### src/rtl/sn74ls93_pkg.sv
// sn74ls93_pkg: shared widths and terminal-count value for the 74LS93 model.
package sn74ls93_pkg;
    localparam int CNT_W  = 4;
    localparam int SECB_W = 3;
    localparam logic [CNT_W-1:0] TC_VAL = 4'hF;
endpackage

### src/rtl/sn74ls93_div8.sv
// ls93_div8: section-B 3-bit counter, advances on clk falling edge when en_i, async active-low clear.
module ls93_div8
    import sn74ls93_pkg::*;
(
    input  logic              clk_i,
    input  logic              rst_n_i,
    input  logic              en_i,
    output logic [SECB_W-1:0] q_o
);
    logic [SECB_W-1:0] cnt_q, cnt_d;

    always_comb cnt_d = en_i ? cnt_q + 1'b1 : cnt_q;

    always_ff @(negedge clk_i or negedge rst_n_i)
        if (!rst_n_i) cnt_q <= '0;
        else          cnt_q <= cnt_d;

    assign q_o = cnt_q;
endmodule

### src/rtl/sn74ls93.sv
// sn74ls93: 74LS93 4-bit ripple counter (div-2 + div-8) on clka falling edges, cleared by r0 == 11.
// Optional terminal-count output tc when SN74LS93_TC_EN is defined.
`timescale 1ns/100ps
module sn74ls93
    import sn74ls93_pkg::*;
(
    input  logic       clka,
    input  logic [1:0] r0,
    input  logic       clkb,
    output logic       qa,
    output logic       qb,
    output logic       qc,
    output logic       qd
`ifdef SN74LS93_TC_EN
    ,
    output logic       tc
`endif
);
    logic              rst_n;
    logic              qa_q, qa_d;
    logic [SECB_W-1:0] secb;

    // Only a definite 11 clears; X/Z on r0 leaves the counter running.
    assign rst_n = !(r0 === 2'b11);
    assign qa_d  = ~qa_q;

    always_ff @(negedge clka or negedge rst_n)
        if (!rst_n) qa_q <= 1'b0;
        else        qa_q <= qa_d;

    ls93_div8 u_div8 (
        .clk_i   (clka),
        .rst_n_i (rst_n),
        .en_i    (clkb),
        .q_o     (secb)
    );

    assign qa = qa_q;
    assign {qd, qc, qb} = secb;

`ifdef SN74LS93_TC_EN
    logic [CNT_W-1:0] cnt;
    assign cnt = {secb, qa_q};
    assign tc  = rst_n & (cnt == TC_VAL);
`endif
endmodule

### config.mk
export PLATFORM = sky130hd
export DESIGN_NAME = sn74ls93
export DESIGN_NICKNAME = d
export VERILOG_FILES = /design/src/rtl/sn74ls93_pkg.sv /design/src/rtl/sn74ls93_div8.sv /design/src/rtl/sn74ls93.sv
export SDC_FILE = /design/constraint.sdc
export NUM_CORES = 1
export LEC_CHECK = 0
export CAP_MARGIN = 30
export CORE_AREA = 2 2 39 41
export DETAILED_ROUTE_END_ITERATION = 8
export DIE_AREA = 0 0 41 43
export PLACE_DENSITY = 0.33
export SLEW_MARGIN = 5
export SYNTH_ARGS = -nofsm -noshare
export SYNTH_HDL_FRONTEND = slang
export SYNTH_HIERARCHICAL = 1
export SYNTH_SLANG_ARGS = --single-unit
### constraint.sdc
create_clock -name clka -period 1.1 [get_ports clka]
set_input_delay 0.165 -clock clka [delete_from_list [all_inputs] [get_ports clka]]
set_output_delay 0.165 -clock clka [all_outputs]
set_load 0.1 [all_outputs]
==> impl_metrics.json <==
{
  "placedInstanceArea_um2": 301.5,
  "worst-endpoint-required_ps": 940,
  "setup_viol": 5,
  "cell_by_cell_listing_of_the_critical_path": "buf_12",
  "grtUsageTotal_pct": 6.660,
  "synth_area_per_cell_um2": 14.22,
  "multiInputGateArea_um2": 65.06,
  "clock_sinks": 4,
  "clk_latency_ps": 250,
  "synthToLayoutAreaGrowth_pct": 121.6,
  "timing.critical_path.slowest_stage_cell": "dfrtn_1",
  "finalWirelength_um": 345,
  "post-route-drc-count": 0,
  "rsz0062_at_grt": "true",
  "fill_cells": 141,
  "timing_hold_violations_final": 0,
  "timing_worst_setup_path_type": "flop to output port",
  "end_kind": "output port",
  "antenna_found_initial": 0,
  "numCtsBuffers": 3,
  "relSlewSlack_pct": 87.91,
  "post_synthesis_cells": 11,
  "drive_gt1_share_pct": 56.00,
  "timing.critical_path.from_type": "flop",
  "post-route-util_pct": 25.05,
  "synthesis.nets": 16,
  "clk_pin_slew_ps": 30,
  "hpwlAfterDp_um": 258.4,
  "final.setup.tns_ps": -2087,
  "die_height_um": 43,
  "io-pin-count": 8,
  "finalNetCount": 32,
  "timing.critical_path.max_delay_family": "flip-flops",
  "drt-wirelength-per-cell_um": 8.415,
  "globalRouteOverflowTotal": 0,
  "yosys_register_bits": 4,
  "cp.buffers_inverters": 1,
  "yosys.cell_types.count": 7,
  "worstPathArrival_ps": 1440,
  "area.sequential_um2": 100.1,
  "gp_congestion": 0.5598,
  "design.core.area_um2": 1384,
  "synth-seq-area-share_pct": 64.00,
  "outcome": "finished with violations",
  "max_slew.worst_pin.slew_ps": 180.9,
  "initialDrtViolationCount": 0,
  "final_design_area_no_fill_um2": 346.6,
  "vias": 125,
  "timing.final.max_slew_violations": 0,
  "initial_core_util_pct": 11.30,
  "htree_levels": 1,
  "maximum_number_of_pins_on_one_net_before_global_route_repair": 5,
  "die_area_um2": 1763,
  "min_path_type": "flop to flop",
  "grt_pass1_vias": 148,
  "finalClockSkew_ps": 0.1687,
  "postLayoutSetupSlackWorst_ps": -505.4,
  "grt_pass1_wl_um": 648,
  "std_cell_rows": 14,
  "num_antenna_cells": 0,
  "detail-route-antenna-nets": 0,
  "timing.max_cap.violations": 0,
  "crit_fanout": 2,
  "post_drt_via_cell_ratio": 3.049,
  "cts_max_path_buffers": 2,
  "die_width_um": 41,
  "first_pass_iters": 1,
  "cts_tree": "built",
  "violations": "negative setup slack",
  "cts_root_buffer": "clkbuf_4",
  "synth.cell_area_um2": 156.4,
  "port_buffers": 7,
  "yosysWarningCount": 6,
  "critical-path-max-stage-delay_ps": 450
}
cell type report:
cell class / count / share of cell area, %
sequential: 4 / 28.88
timing repair buffer: 11 / 38.99
multi-input combinational: 6 / 18.77
tap: 16 / 5.776
clock buffer: 3 / 6.498
inverter: 1 / 1.083
cells by family (layout without fill, tap and decap cells):
family                     after synthesis  in the layout  synth area share, %
DFF                                      4              4                64.00
xor gates and xnor gates                 2              2                11.20
adders and majority gates                1              1                7.999
and+or+nand+nor                          2              2                4.802
muxes                                    1              1                9.597
buffers and inverters                    1             15                2.398
per-layer routing:
metal | global-route usage [%] | vias to the layer above | wire (um) | part of all wire [%]
li1 | - | 62 | - | -
met1 | 6.536 | 53 | 149 | 43
met2 | 6.250 | 10 | 123 | 36
met3 | 8.901 | 0 | 72 | 21
met4 | 6.000 | 0 | 0 | 0
met5 | 0 | - | 0 | 0
path summary, 6_finish.rpt:
check | depth (start not counted) | slack, ps | to | start
max in group asynchronous | 2 | 340 | u_div8/q_o[0] | r0[1]
min in group asynchronous | 2 | 550 | u_div8/q_o[2] | r0[0]
worst min register to register | 1 | 350 | qa | qa
worst max-delay path | 1 | -510 | qb | u_div8/q_o[0]
worst max register to register | 3 | -100 | u_div8/q_o[1] | u_div8/q_o[0]
worst min-delay path | 1 | 350 | qa | qa
Yosys cell counts:
| master | count | share of area (%) |
|---|---|---|
| ha_1 | 1 | 8.0 |
| nand2_1 | 2 | 4.8 |
| inv_1 | 1 | 2.4 |
| dfrtn_1 | 4 | 64 |
| xor2_1 | 1 | 5.6 |
| xnor2_1 | 1 | 5.6 |
| mux2_4 | 1 | 9.6 |
stage by stage:
step / worst slack, ps / cells / hold WS [ps]
after floorplan: -668.3 / 11 / 380.4
after global placement: -619.3 / 36 / 347.0
final: -505.4 / 41 / 350.6
after global routing: -537.3 / 41 / 369.3
after detailed placement: -640.3 / 36 / 351.6
after CTS: -511.2 / 40 / 352.1
placed cells by master (no fill, tap or decap):
cell type        instances
xnor2_1                  1
clkbuf_2                 1
nand2_1                  2
buf_4                    4
dfrtn_1                  4
ha_4                     1
clkdlybuf4s50_1          2
mux2_4                   1
buf_12                   4
clkbuf_4                 3
xor2_1                   1
inv_1                    1
sequential cells by signal, summed over array words and instances, names as in the netlist:
| register | flops |
|---|---|
| u_div8/q_o | 3 |
| qa | 1 |
repair_timing:
| item | in CTS | in global routing |
|---|---|---|
| buffers inserted | 2 | 2 |
| endpoints found under the setup margin | 7 | 6 |
| hold buffers | 0 | 0 |
| pin swaps | 0 | 0 |
| gates resized for setup | 3 | 1 |
| hold endpoints to repair | 0 | 0 |
Power is not shown: default switching activity piles up to over one toggle a cycle in this logic, so the estimate is an artifact.
